### src/rtl/tick_gen_multi.sv
// tick_gen_multi: shared prescaler feeding NUM_CH loadable tick dividers; one-shot mode is built only with TICK_GEN_ONESHOT_EN
module tick_gen_multi #(
  parameter int CLK_HZ  = 100_000_000,
  parameter int BASE_HZ = 1_000_000,
  parameter int NUM_CH  = 2,
  parameter int DIV_W   = 16
) (
  input  logic                    iClk,
  input  logic                    iRst,
  input  logic                    iRun_Stop,
  input  logic                    iClear,
  input  logic [NUM_CH-1:0]       iLoad,
  input  logic [NUM_CH*DIV_W-1:0] iDiv,
  input  logic [NUM_CH-1:0]       iOneShot,
  input  logic [NUM_CH-1:0]       iChEn,
  output logic                    oBaseTick,
  output logic [NUM_CH-1:0]       oTick,
  output logic [NUM_CH-1:0]       oBusy,
  output logic [NUM_CH-1:0]       oDone
);
  localparam int PRE = CLK_HZ / BASE_HZ;
  localparam int PW  = $clog2(PRE);
  logic [PW-1:0]                pre_q, pre_d;
  logic                         base_tick_q, base_tick_d, w_base;
  logic [NUM_CH-1:0][DIV_W-1:0] div_q, div_d, cnt_q, cnt_d, last_cnt;
  logic [NUM_CH-1:0]            armed_q, armed_d, tick_q, tick_d;
`ifdef TICK_GEN_ONESHOT_EN
  logic [NUM_CH-1:0]            mode_q, mode_d, done_q, done_d;
`else
  logic                         unused_oneshot;
  assign unused_oneshot = ^iOneShot;
`endif
  // base strobe and prescaler phase; clear restarts the phase and swallows the strobe
  always_comb begin
    w_base      = iRun_Stop & ~iClear & (pre_q == PW'(PRE - 1));
    pre_d       = (iClear | w_base) ? '0 : pre_q + PW'(iRun_Stop);
    base_tick_d = w_base;
  end
  // terminal count per channel; a zero divisor behaves as divide-by-one
  always_comb begin
    last_cnt = '0;
    for (int k = 0; k < NUM_CH; k++)
      last_cnt[k] = (div_q[k] == '0) ? '0 : div_q[k] - 1'b1;
  end
  // channel next state, priority clear > load > counted base strobe
  always_comb begin
    div_d   = div_q;
    cnt_d   = cnt_q;
    armed_d = armed_q;
    tick_d  = '0;
`ifdef TICK_GEN_ONESHOT_EN
    mode_d  = mode_q;
    done_d  = done_q;
`endif
    for (int k = 0; k < NUM_CH; k++) begin
      if (iClear) begin
        cnt_d[k] = '0;
`ifdef TICK_GEN_ONESHOT_EN
        done_d[k] = 1'b0;
`endif
      end else if (iLoad[k]) begin
        div_d[k]   = iDiv[k*DIV_W +: DIV_W];
        cnt_d[k]   = '0;
        armed_d[k] = 1'b1;
`ifdef TICK_GEN_ONESHOT_EN
        mode_d[k]  = iOneShot[k];
        done_d[k]  = 1'b0;
`endif
      end else if (w_base & armed_q[k] & iChEn[k]) begin
        if (cnt_q[k] == last_cnt[k]) begin
          cnt_d[k]  = '0;
          tick_d[k] = 1'b1;
`ifdef TICK_GEN_ONESHOT_EN
          if (mode_q[k]) begin
            armed_d[k] = 1'b0;
            done_d[k]  = 1'b1;
          end
`endif
        end else begin
          cnt_d[k] = cnt_q[k] + 1'b1;
        end
      end
    end
  end
  // shared and per-channel state; channels come out of reset idle with divisor 1
  always_ff @(posedge iClk or posedge iRst) begin
    if (iRst) begin
      pre_q       <= '0;
      base_tick_q <= 1'b0;
      div_q       <= {NUM_CH{DIV_W'(1)}};
      cnt_q       <= '0;
      armed_q     <= '0;
      tick_q      <= '0;
    end else begin
      pre_q       <= pre_d;
      base_tick_q <= base_tick_d;
      div_q       <= div_d;
      cnt_q       <= cnt_d;
      armed_q     <= armed_d;
      tick_q      <= tick_d;
    end
  end
`ifdef TICK_GEN_ONESHOT_EN
  // one-shot mode and sticky completion flags
  always_ff @(posedge iClk or posedge iRst) begin
    if (iRst) begin
      mode_q <= '0;
      done_q <= '0;
    end else begin
      mode_q <= mode_d;
      done_q <= done_d;
    end
  end
  assign oDone = done_q;
`else
  assign oDone = '0;
`endif
  assign oBaseTick = base_tick_q;
  assign oTick     = tick_q;
  assign oBusy     = armed_q & iChEn;
endmodule

### config.mk
export PLATFORM = sky130hd
export DESIGN_NAME = tick_gen_multi
export DESIGN_NICKNAME = d
export VERILOG_FILES = /design/src/rtl/tick_gen_multi.sv
export SDC_FILE = /design/constraint.sdc
export NUM_CORES = 1
export LEC_CHECK = 0
export ABC_AREA = 1
export BUFFER_PORTS_ARGS = -buffer_cell sky130_fd_sc_hd__buf_2
export CAP_MARGIN = 0
export CORE_MARGIN = 1.5
export CORE_UTILIZATION = 50
export DETAILED_ROUTE_END_ITERATION = 16
export PLACE_DENSITY = 0.69
export SYNTH_ARGS = -nofsm -noshare
export SYNTH_HDL_FRONTEND = slang
export SYNTH_SLANG_ARGS = --single-unit
### constraint.sdc
create_clock -name iClk -period 2.8 [get_ports iClk]
set_input_delay 0.56 -clock iClk [delete_from_list [all_inputs] [get_ports iClk]]
set_output_delay 0.56 -clock iClk [all_outputs]
set_load 0.05 [all_outputs]
==> out/qor.yml, run 1 <==
outcome:
  status: "finished, final reports clean"
critical_path:
  startpoint_type: "flop"
  worstSetupPathType: "reg2reg"
  r2r-start: "div_q[17]"
  worstPathCellList: "inv_1 > ha_1 > nand2_2 > nor2_2 > nand2_2 > buf_4 > nand3_1 > nand2_1 > nor2_1 > nand4_1 > nor2_1 > nand3_2 > nand2_1 > nand2_1"
  cp-end-kind: "flop"
  worstPathBufferInverterCount: 2
  crit_required_ns: 3.05
  crit_fanout: 16
  r2r_setup_slack_ns: 0.33
  arrival_ns: 2.72
  r2r_cells: 14
  critPathSlowestCell: "dfrtp_1"
  path_delay_family: "simple AND/OR/NAND/NOR gates"
  cpMostUsedCell: "nand2_1"
  slowest_delay_ns: 0.37
  reg2reg_to: "cnt_q[18]"
cts:
  clk_path_buf_depth: 2
  htreeDepth: 3
  clock-root-buffer: "clkbuf_8"
  numCtsBuffers: 9
  clk_pin_slew_ns: 0.09
  insertion_delay_ns: 0.36
  postCtsResizedCells: 0
  cts_tree: "yes"
  cts.sinks: 76
  postCtsSetupRepairBufs: 0
  hold_buffers: 0
synth:
  synth_top_family_by_area: "simple AND/OR/NAND/NOR gates"
  yosys.area_share.xor_xnor: 0.0164
  ys_types: 34
  synth-simple-area-share: 0.453
  ys_seq_area_frac: 0.357
  synthTopCellsByArea: "dfrtp_1 35%, nand2_1 20%, nor2_1 9.4%"
  yosys_warnings: 0
  postSynthCellCount: 844
  synth_compound_area_frac: 0.0591
  synthMuxAreaShare: 0.00422
  synth.avg_cell_area_sq_um: 6.32
  ys_ff_latch: 76
  synth_top_area_cell: "dfrtp_1"
  synth_fa_ha_area_frac: 0.0141
  netlist_area_sq_um: 5340
  synth_top_area_share: 0.347
sta:
  finalSetupViolations: 0
  rsz0062_at_grt: "false"
  timing.final.max_slew_violations: 0
  min_period_ns: 2.47
  worst_pin_slew_ns: 0.949
  maxSlewHeadroom: 0.366
  tns_ns: 0
  max_freq_ghz: 0.405
  hold_viol: 0
  fin_crit_sh: 0.883
  skew_ns: 0.00770
die:
  die-area_sq_um: 11300
  die_h_um: 106
  die_x_um: 106
  design.core.area_sq_um: 10300
  start_util: 0.517
  io_pins: 49
  row_count: 37
global_route:
  first_global_vias: 5268
  grt_max_degree: 34
  grt-ovfl-total: 0
  antenna_found_initial: 0
  track_usage: 0.250
  grt_pass1_wl_um: 22800
placement:
  portBuffers: 44
  place_hpwl_um: 9750
  place_inst: 1012
  postPlaceCellArea_sq_um: 5700
  gp_congestion: 0.980
final_layout:
  diodes: 0
  drive_gt1_frac: 0.111
  postLayoutCoreUtil: 0.571
  nFillCells: 1013
  finalNetCount: 935
  fin_area_sq_um: 5890
  syn2layout_area_growth_pct: 10.5
  fin_cells: 1028
power:
  max-vdd-ir-drop_mv: 0.223
  clkPwrFrac: 0.335
  p_switching_w: 0.000809
  pwr-share-seq: 0.484
  switching_share: 0.320
  comb_power_share: 0.181
  p_int_w: 0.00172
  power_w: 0.00253
  p_leak_nw: 2.97
  power_density_nw_per_um2: 429
drt:
  first_iter_violations: 237
  drc: 0
  drt-vias-per-instance: 5.20
  num_vias: 5348
  drtAntennaViolNets: 0
  wl_per_cell_um: 12.5
  first_pass_iters: 5
  wirelength_um: 12800
run:
  drv_cap: 0
hold_path:
  hp-class: "in2async"
-- routing by layer --
layer	GRT usage	share of wire	vias to the layer above
met5	0	0	-
met4	0.100	0.018	0
met3	0.0288	0.027	20
met2	0.471	0.53	82
met1	0.284	0.43	2504
li1	-	-	2742
-- state kept, by name, summed over array words and instances (netlist names) --
register / cells
cnt_q: 32
armed_q: 2
oBaseTick: 1
pre_q: 7
oTick: 2
div_q: 32
-- layout make-up --
type	instances	area, sq um	area share
clock inverter	4	31.3	0.00531
clock buffer	12	165	0.0280
sequential	76	1900	0.323
timing repair buffer	55	328	0.0556
tap	136	170	0.0289
multi-input combinational	647	2930	0.497
inverter	98	368	0.0624
-- cells in the final DEF, fill, tap and decap left out, drive strengths merged, types with 5 or more instances in the layout --
| cell | Yosys | layout |
|---|---|---|
| o21ai | 19 | 19 |
| nor3 | 17 | 17 |
| clkbuf | 10 | 12 |
| xor2 | 9 | 9 |
| buf | 14 | 55 |
| dfrtp | 74 | 74 |
| nand3 | 75 | 75 |
| ha | 6 | 6 |
| nor3b | 6 | 6 |
| nand2 | 290 | 290 |
| nand3b | 5 | 5 |
| nand4 | 22 | 22 |
| inv | 98 | 99 |
| nor2 | 144 | 144 |
| a21oi | 37 | 37 |
-- through the flow --
step                      setup slack [ns]  hold slack, ns
final                                0.328           0.200
after detailed placement             0.349           0.456
after floorplan                      0.305           0.435
after global routing                0.0594           0.222
after global placement               0.403           0.448
after CTS                            0.314           0.205
-- cell usage after synthesis, drive strengths merged --
| cell | count |
|---|---|
| dfrtp | 74 |
| nand4 | 22 |
| ha | 6 |
| nor3b | 6 |
| conb | 1 |
| nor4 | 1 |
| a31oi | 2 |
| a21oi | 37 |
| a211oi | 2 |
| mux2 | 2 |
| o21ai | 19 |
| o21a | 1 |
| xor2 | 9 |
| buf | 14 |
| nor2 | 144 |
| and2 | 3 |
| nand2 | 290 |
| dfstp | 2 |
| clkbuf | 10 |
| nor3 | 17 |
| and3 | 3 |
| nand3 | 75 |
| nand3b | 5 |
| inv | 98 |
| xnor2 | 1 |
-- worst register-to-register path: cells and delay by family (launching register included) --
family | cells | cell delay, ns
and+or+nand+nor | 11 | 1.43
DFF | 1 | 0.37
buffers and inverters | 2 | 0.30
adders and majority gates | 1 | 0.26
-- power groups by stage --
| stage | clock network [W] | registers [W] | logic (W) |
|---|---|---|---|
| after floorplan | 0 | 0.00123 | 0.000342 |
| after global placement | 0 | 0.00124 | 0.000446 |
| after detailed placement | 0 | 0.00124 | 0.000457 |
| after CTS | 0.000867 | 0.00122 | 0.000459 |
| after global routing | 0.000904 | 0.00123 | 0.000533 |
| final | 0.000845 | 0.00122 | 0.000457 |
-- cells by family after synthesis --
kind of cell	Yosys count
muxes	2
AOI/OAI and AO/OA	61
and+or+nand+nor	566
adders and majority gates	6
DFF	76
other	1
xor gates and xnor gates	10
buffers and inverters	122
-- worst max path at each step --
stage	start	to	slack [ns]	depth (start not counted)
4_1_cts	div_q[17]	cnt_q[18]	0.31	14
6_report	div_q[17]	cnt_q[18]	0.33	14
3_3_place_gp	div_q[17]	cnt_q[20]	0.40	14
3_5_place_dp	div_q[17]	cnt_q[18]	0.35	14
5_1_grt	div_q[17]	cnt_q[25]	0.06	14
2_1_floorplan	iRst	armed_q[0]	0.30	1
Power figures use the tool's default switching activity.
==> run 2, diff against run 1 <==
Settings changed: RECOVER_POWER set to 100.
==> run 2 against run 1 <==
Clock power about the same. Highest routed layer unchanged. Combinational power about the same. Critical path depth increased by 4. Final cell count unchanged. Critical endpoint is now cnt_q[2]. Hold slack improved by 0.15 ns. Core utilization decreased by 0.36 points. Fmax decreased by 3.1%. Total power decreased by 0.14%.
==> out/qor.yml, run 2 (synthesized netlist as in run 1, its figures left out) <==
outcome:
  status: "finished, final reports clean"
drt:
  drtAntennaViolNets: 0  # unchanged
  drc: 0  # unchanged
  wl_per_cell_um: 12.5  # +0.40%
  wirelength_um: 12900  # +0.40%
  first_iter_violations: 281  # +19%
  num_vias: 5361  # +0.24%
  first_pass_iters: 5  # unchanged
  drt-vias-per-instance: 5.21  # +0.24%
die:
  design.core.area_sq_um: 10300  # unchanged
  die-area_sq_um: 11300  # unchanged
  io_pins: 49  # unchanged
  die_x_um: 106  # unchanged
  die_h_um: 106  # unchanged
  start_util: 0.517  # unchanged
  row_count: 37  # unchanged
critical_path:
  startpoint_type: "flop"
  crit_required_ns: 3.05  # about the same
  crit_fanout: 28  # +12
  worstSetupPathType: "reg2reg"
  arrival_ns: 2.80  # +0.08 ns
  r2r_setup_slack_ns: 0.25  # -0.08 ns
  cp-end-kind: "flop"
final_layout:
  regArea_sq_um: 1900  # unchanged
  mostFrequentLayoutCells: "288 x nand2_1, 133 x nor2_1, 93 x inv_1, 74 x dfrtp_1, 73 x nand3_1"
  diodes: 0  # unchanged
  top_regs: "cnt_q: 32 flops, div_q: 32 flops, pre_q: 7 flops"
  final_common_cell: "nand2_1"
  syn2layout_area_growth_pct: 9.76
  drive_gt1_frac: 0.0964  # -0.0146
  multi_input_area_sq_um: 2920  # -0.26%
  finalNetCount: 935  # unchanged
  nFillCells: 1027  # +1.4%
  fin_area_sq_um: 5860  # -0.64%
placement:
  postPlaceCellArea_sq_um: 5700  # unchanged
  gp_congestion: 0.980  # unchanged
  portBuffers: 44  # unchanged
  dp_slack_ns: 0.349  # unchanged
  place_hpwl_um: 9750  # unchanged
power:
  p_leak_nw: 2.93  # -1.3%
  comb_power_share: 0.180  # about the same
  p_int_w: 0.00172  # -0.17%
  clkPwrFrac: 0.335  # about the same
  power_density_nw_per_um2: 431  # +0.50%
  switching_share: 0.320  # about the same
  p_switching_w: 0.000808  # about the same
  pwr-share-seq: 0.485  # about the same
  max-vdd-ir-drop_mv: 0.224  # +0.49%
cts:
  clock-root-buffer: "clkbuf_8"
  clk_path_buf_depth: 2  # unchanged
  cts.sinks: 76  # unchanged
  postCtsSetupRepairBufs: 0  # unchanged
  numCtsBuffers: 9  # unchanged
  hold_buffers: 0  # unchanged
  insertion_delay_ns: 0.36  # about the same
  clk_pin_slew_ns: 0.09  # about the same
  cts_tree: "yes"
  htreeDepth: 3  # unchanged
  postCtsResizedCells: 0  # unchanged
sta:
  skew_ns: 0.00732  # -0.000378 ns
  timing.final.max_slew_violations: 0  # unchanged
  layout_setup_ws_ns: 0.248  # -0.0798 ns
  tns_ns: 0  # unchanged
  fin_crit_sh: 0.911  # +0.0285
  min_period_ns: 2.55  # +0.0798 ns
  rsz0062_at_grt: "false"
  finalSetupViolations: 0  # unchanged
  worst_pin_slew_ns: 1.45  # +0.499 ns
  hold_viol: 0  # unchanged
  maxSlewHeadroom: 0.0347  # -0.331
  max_freq_ghz: 0.392  # -3.1%
global_route:
  track_usage: 0.250  # unchanged
  grt-ovfl-total: 0  # unchanged
  first_global_vias: 5268  # unchanged
  grt_pass1_wl_um: 22800  # unchanged
  antenna_found_initial: 0  # unchanged
  grt_max_degree: 34  # unchanged
hold_path:
  hp-class: "in2async"
run:
  drv_cap: 0  # unchanged
-- run 2: changes by cell type in the layout (fill, tap and decap cells not counted), sizes merged --
cell	delta
clkbuf	+9
buf	-9
-- run 2: cell type report --
cell class	count	area share
Clock buffer	12	0.0282
Inverter	98	0.0628
Clock inverter	4	0.00534
Tap cell	136	0.0291
Multi-Input combinational cell	647	0.499
Timing Repair Buffer	55	0.0509
Sequential cell	76	0.325
-- run 2: stage by stage --
step           power [W]  hold slack [ns]  utilization  std cells
4_1_cts          0.00255            0.205        0.571       1028
2_1_floorplan    0.00157            0.435            -        845
3_5_place_dp     0.00170            0.456        0.552       1012
6_report         0.00252            0.349        0.567       1028
5_1_grt          0.00267            0.407        0.567       1028
3_3_place_gp     0.00169            0.448        0.552       1012
-- run 2: power by group through the flow --
stage          registers (W)  clock network (W)  logic, W
3_3_place_gp         0.00124                  0  0.000446
6_report             0.00122           0.000846  0.000454
5_1_grt              0.00123           0.000904  0.000529
3_5_place_dp         0.00124                  0  0.000457
4_1_cts              0.00122           0.000867  0.000459
2_1_floorplan        0.00123                  0  0.000342
-- run 2: layer usage --
layer  vias to the layer above  track usage  wire length (um)  share of wire
li1                       2742            -                 -              -
met1                      2498        0.284              5440           0.42
met2                       103        0.471              6770           0.53
met3                        18       0.0288               445          0.035
met4                         0        0.100               235          0.018
met5                         -            0                 0              0
-- run 2: worst max-delay path: stages (launching register included) --
cell and delay, ns:
dfstp_1 0.55, inv_2 0.07, ha_1 0.24, nand2_1 0.21
nor2_1 0.08, nand2_1 0.17, buf_12 0.19, nand2_1 0.06
nand2_1 0.05, nand2_1 0.08, inv_2 0.05, nand2_1 0.06
nor2_1 0.08, nand2_1 0.07, nor2_2 0.09, nand3_2 0.06
buf_4 0.19, nand2_1 0.07, nand2_1 0.05
-- run 2: worst paths after layout --
kind / from / to / cells after the start
worst max-delay path: div_q[0] / cnt_q[2] / 18
worst min-delay path: iRst / div_q[26] / 2
worst max register to register: div_q[0] / cnt_q[2] / 18
worst min register to register: armed_q[0] / armed_q[0] / 2
max in group asynchronous: iRst / cnt_q[7] / 3
min in group iClk: iDiv[6] / div_q[6] / 2
==> run 3, diff against run 2 <==
Settings changed: GPL_TIMING_DRIVEN set to 0.
==> run 3 against run 2 <==
Fmax down 0.23%. Critical path depth down 2. First-iteration DRC count up 10%. Largest power group unchanged. Hold slack worse by 0.0012 ns. Critical endpoint is now cnt_q[20]. Combinational power up 2%.
==> out/qor.yml, run 3 (synthesized netlist as in run 1, its figures left out) <==
critical_path:
  crit_required_ns: 3.04  # about the same
  worstPathCellList: "inv_1 > ha_1 > nand2_2 > nor2_1 > nand2_2 > buf_6 > nand2_1 > nand2_1 > nand2_1 > nor2_1 > nand4_1 > nor2_1 > nand3_2 > buf_6 > nand2_1 > nand2_1"
  r2r_setup_slack_ns: 0.24  # about the same
  arrival_ns: 2.80  # about the same
  worstPathBufferInverterCount: 3  # -1
  r2r-start: "div_q[16]"
  crit_start: "div_q[16]"
  cpMostUsedCell: "nand2_1"
  critPathSlowestCell: "dfstp_2"
  reg2reg_to: "cnt_q[20]"
  worstSetupPathType: "reg2reg"
  startpoint_type: "flop"
  r2r_cells: 16  # -2
  path_delay_family: "simple AND/OR/NAND/NOR gates"
  cp-end-kind: "flop"
  crit_fanout: 10  # -64%
  slowest_delay_ns: 0.52  # -0.03 ns
outcome:
  status: "finished, final reports clean"
die:
  start_util: 0.517  # unchanged
  row_count: 37  # unchanged
  io_pins: 49  # unchanged
  die_h_um: 106  # unchanged
  die-area_sq_um: 11300  # unchanged
  die_x_um: 106  # unchanged
  design.core.area_sq_um: 10300  # unchanged
cts:
  clock-root-buffer: "clkbuf_8"
  htreeDepth: 3  # unchanged
  clk_path_buf_depth: 2  # unchanged
  postCtsSetupRepairBufs: 0  # unchanged
  insertion_delay_ns: 0.35  # about the same
  cts_tree: "yes"
  clk_pin_slew_ns: 0.09  # about the same
  hold_buffers: 0  # unchanged
  cts.sinks: 76  # unchanged
  numCtsBuffers: 9  # unchanged
  postCtsResizedCells: 0  # unchanged
drt:
  drtAntennaViolNets: 0  # unchanged
  first_iter_violations: 310  # +10%
  wl_per_cell_um: 13.0  # +3.8%
  drc: 0  # unchanged
  first_pass_iters: 8  # +3
  num_vias: 5406  # +0.84%
  drt-vias-per-instance: 5.19  # -0.52%
  wirelength_um: 13600  # +5.2%
final_layout:
  top_regs: "cnt_q: 32 flops, div_q: 32 flops, pre_q: 7 flops"
  final_common_cell: "nand2_1"
  finalNetCount: 949  # +1.5%
  nFillCells: 1018  # -0.88%
  drive_gt1_frac: 0.0982  # +0.00182
  syn2layout_area_growth_pct: 11.9
  diodes: 0  # unchanged
  mostFrequentLayoutCells: "285 x nand2_1, 134 x nor2_1, 92 x inv_1, 74 x dfrtp_1, 73 x nand3_1"
  fin_area_sq_um: 5970  # +1.9%
  postLayoutCoreUtil: 0.578  # +0.0110
  regArea_sq_um: 1900  # unchanged
  multi_input_area_sq_um: 2920  # +0.17%
sta:
  min_period_ns: 2.56  # +0.00577 ns
  maxSlewHeadroom: 0.0670  # +0.0322
  max_freq_ghz: 0.391  # -0.23%
  timing.final.max_slew_violations: 0  # unchanged
  rsz0062_at_grt: "false"
  finalSetupViolations: 0  # unchanged
  skew_ns: 0.0103  # +0.00295 ns
  worst_pin_slew_ns: 1.40  # -0.0484 ns
  hold_viol: 0  # unchanged
  fin_crit_sh: 0.913  # +0.00206
global_route:
  grt_pass1_wl_um: 23800  # +4.4%
  first_global_vias: 5430  # +3.1%
  grt-ovfl-total: 0  # unchanged
  grt_max_degree: 57  # +68%
  antenna_found_initial: 0  # unchanged
  track_usage: 0.262  # +0.0127
power:
  power_w: 0.00273  # +8.4%
  power_density_nw_per_um2: 458  # +6.3%
  max-vdd-ir-drop_mv: 0.284  # +27%
  p_leak_nw: 2.98  # +1.7%
placement:
  postPlaceCellArea_sq_um: 5760  # +1.1%
  gp_congestion: 0.905  # -7.7%
  portBuffers: 44  # unchanged
  place_hpwl_um: 10400  # +6.7%
hold_path:
  hp-class: "in2async"
run:
  drv_cap: 0  # unchanged
run 3: area by class of cell:
cell class | count | share of cell area
inverter | 98 | 0.0618
sequential | 76 | 0.319
clock inverter | 4 | 0.0166
clock buffer | 12 | 0.0243
tap | 136 | 0.0285
buffer | 24 | 0.0235
multi-input combinational | 647 | 0.490
timing repair buffer | 45 | 0.0365
run 3: worst register-to-register path: stages (launching register included):
cell     delay, ns
dfstp_2       0.52
inv_1         0.09
ha_1          0.28
nand2_2       0.15
nor2_1        0.07
nand2_2       0.10
buf_6         0.14
nand2_1       0.06
nand2_1       0.05
nand2_1       0.05
nor2_1        0.20
nand4_1       0.11
nor2_1        0.14
nand3_2       0.17
buf_6         0.19
nand2_1       0.06
nand2_1       0.05
run 3: how the worst max path moves through the flow:
stage | endpoint | slack [ns] | cells past startpoint
after global placement | cnt_q[13] | -0.64 | 2
after global routing | cnt_q[20] | 0.05 | 14
after CTS | cnt_q[20] | 0.28 | 16
final | cnt_q[20] | 0.24 | 16
after detailed placement | cnt_q[25] | 0.30 | 16
after floorplan | armed_q[0] | 0.30 | 1
run 3: per-stage QoR:
stage               cells  TNS [ns]  hold WS, ns  worst slack, ns
floorplan             845         0        0.435            0.305
global placement     1025    -47.04        0.449           -0.642
detailed placement   1026         0        0.461            0.303
CTS                  1042         0        0.148            0.283
global route         1042         0        0.401           0.0497
finish               1042         0        0.348            0.242
run 3: metal layers:
metal | wire, um | global-route usage | up-vias
li1 | - | - | 2765
met1 | 5750 | 0.297 | 2492
met2 | 6960 | 0.487 | 117
met3 | 471 | 0.0429 | 32
met4 | 380 | 0.105 | 0
met5 | 0 | 0 | -
run 3: power by group:
| group | internal, W | switching, W |
|---|---|---|
| clock network | 0.000620 | 0.000430 |
| logic | 0.000157 | 0.000303 |
| registers | 0.00116 | 0.0000644 |
| total | 0.00194 | 0.000797 |
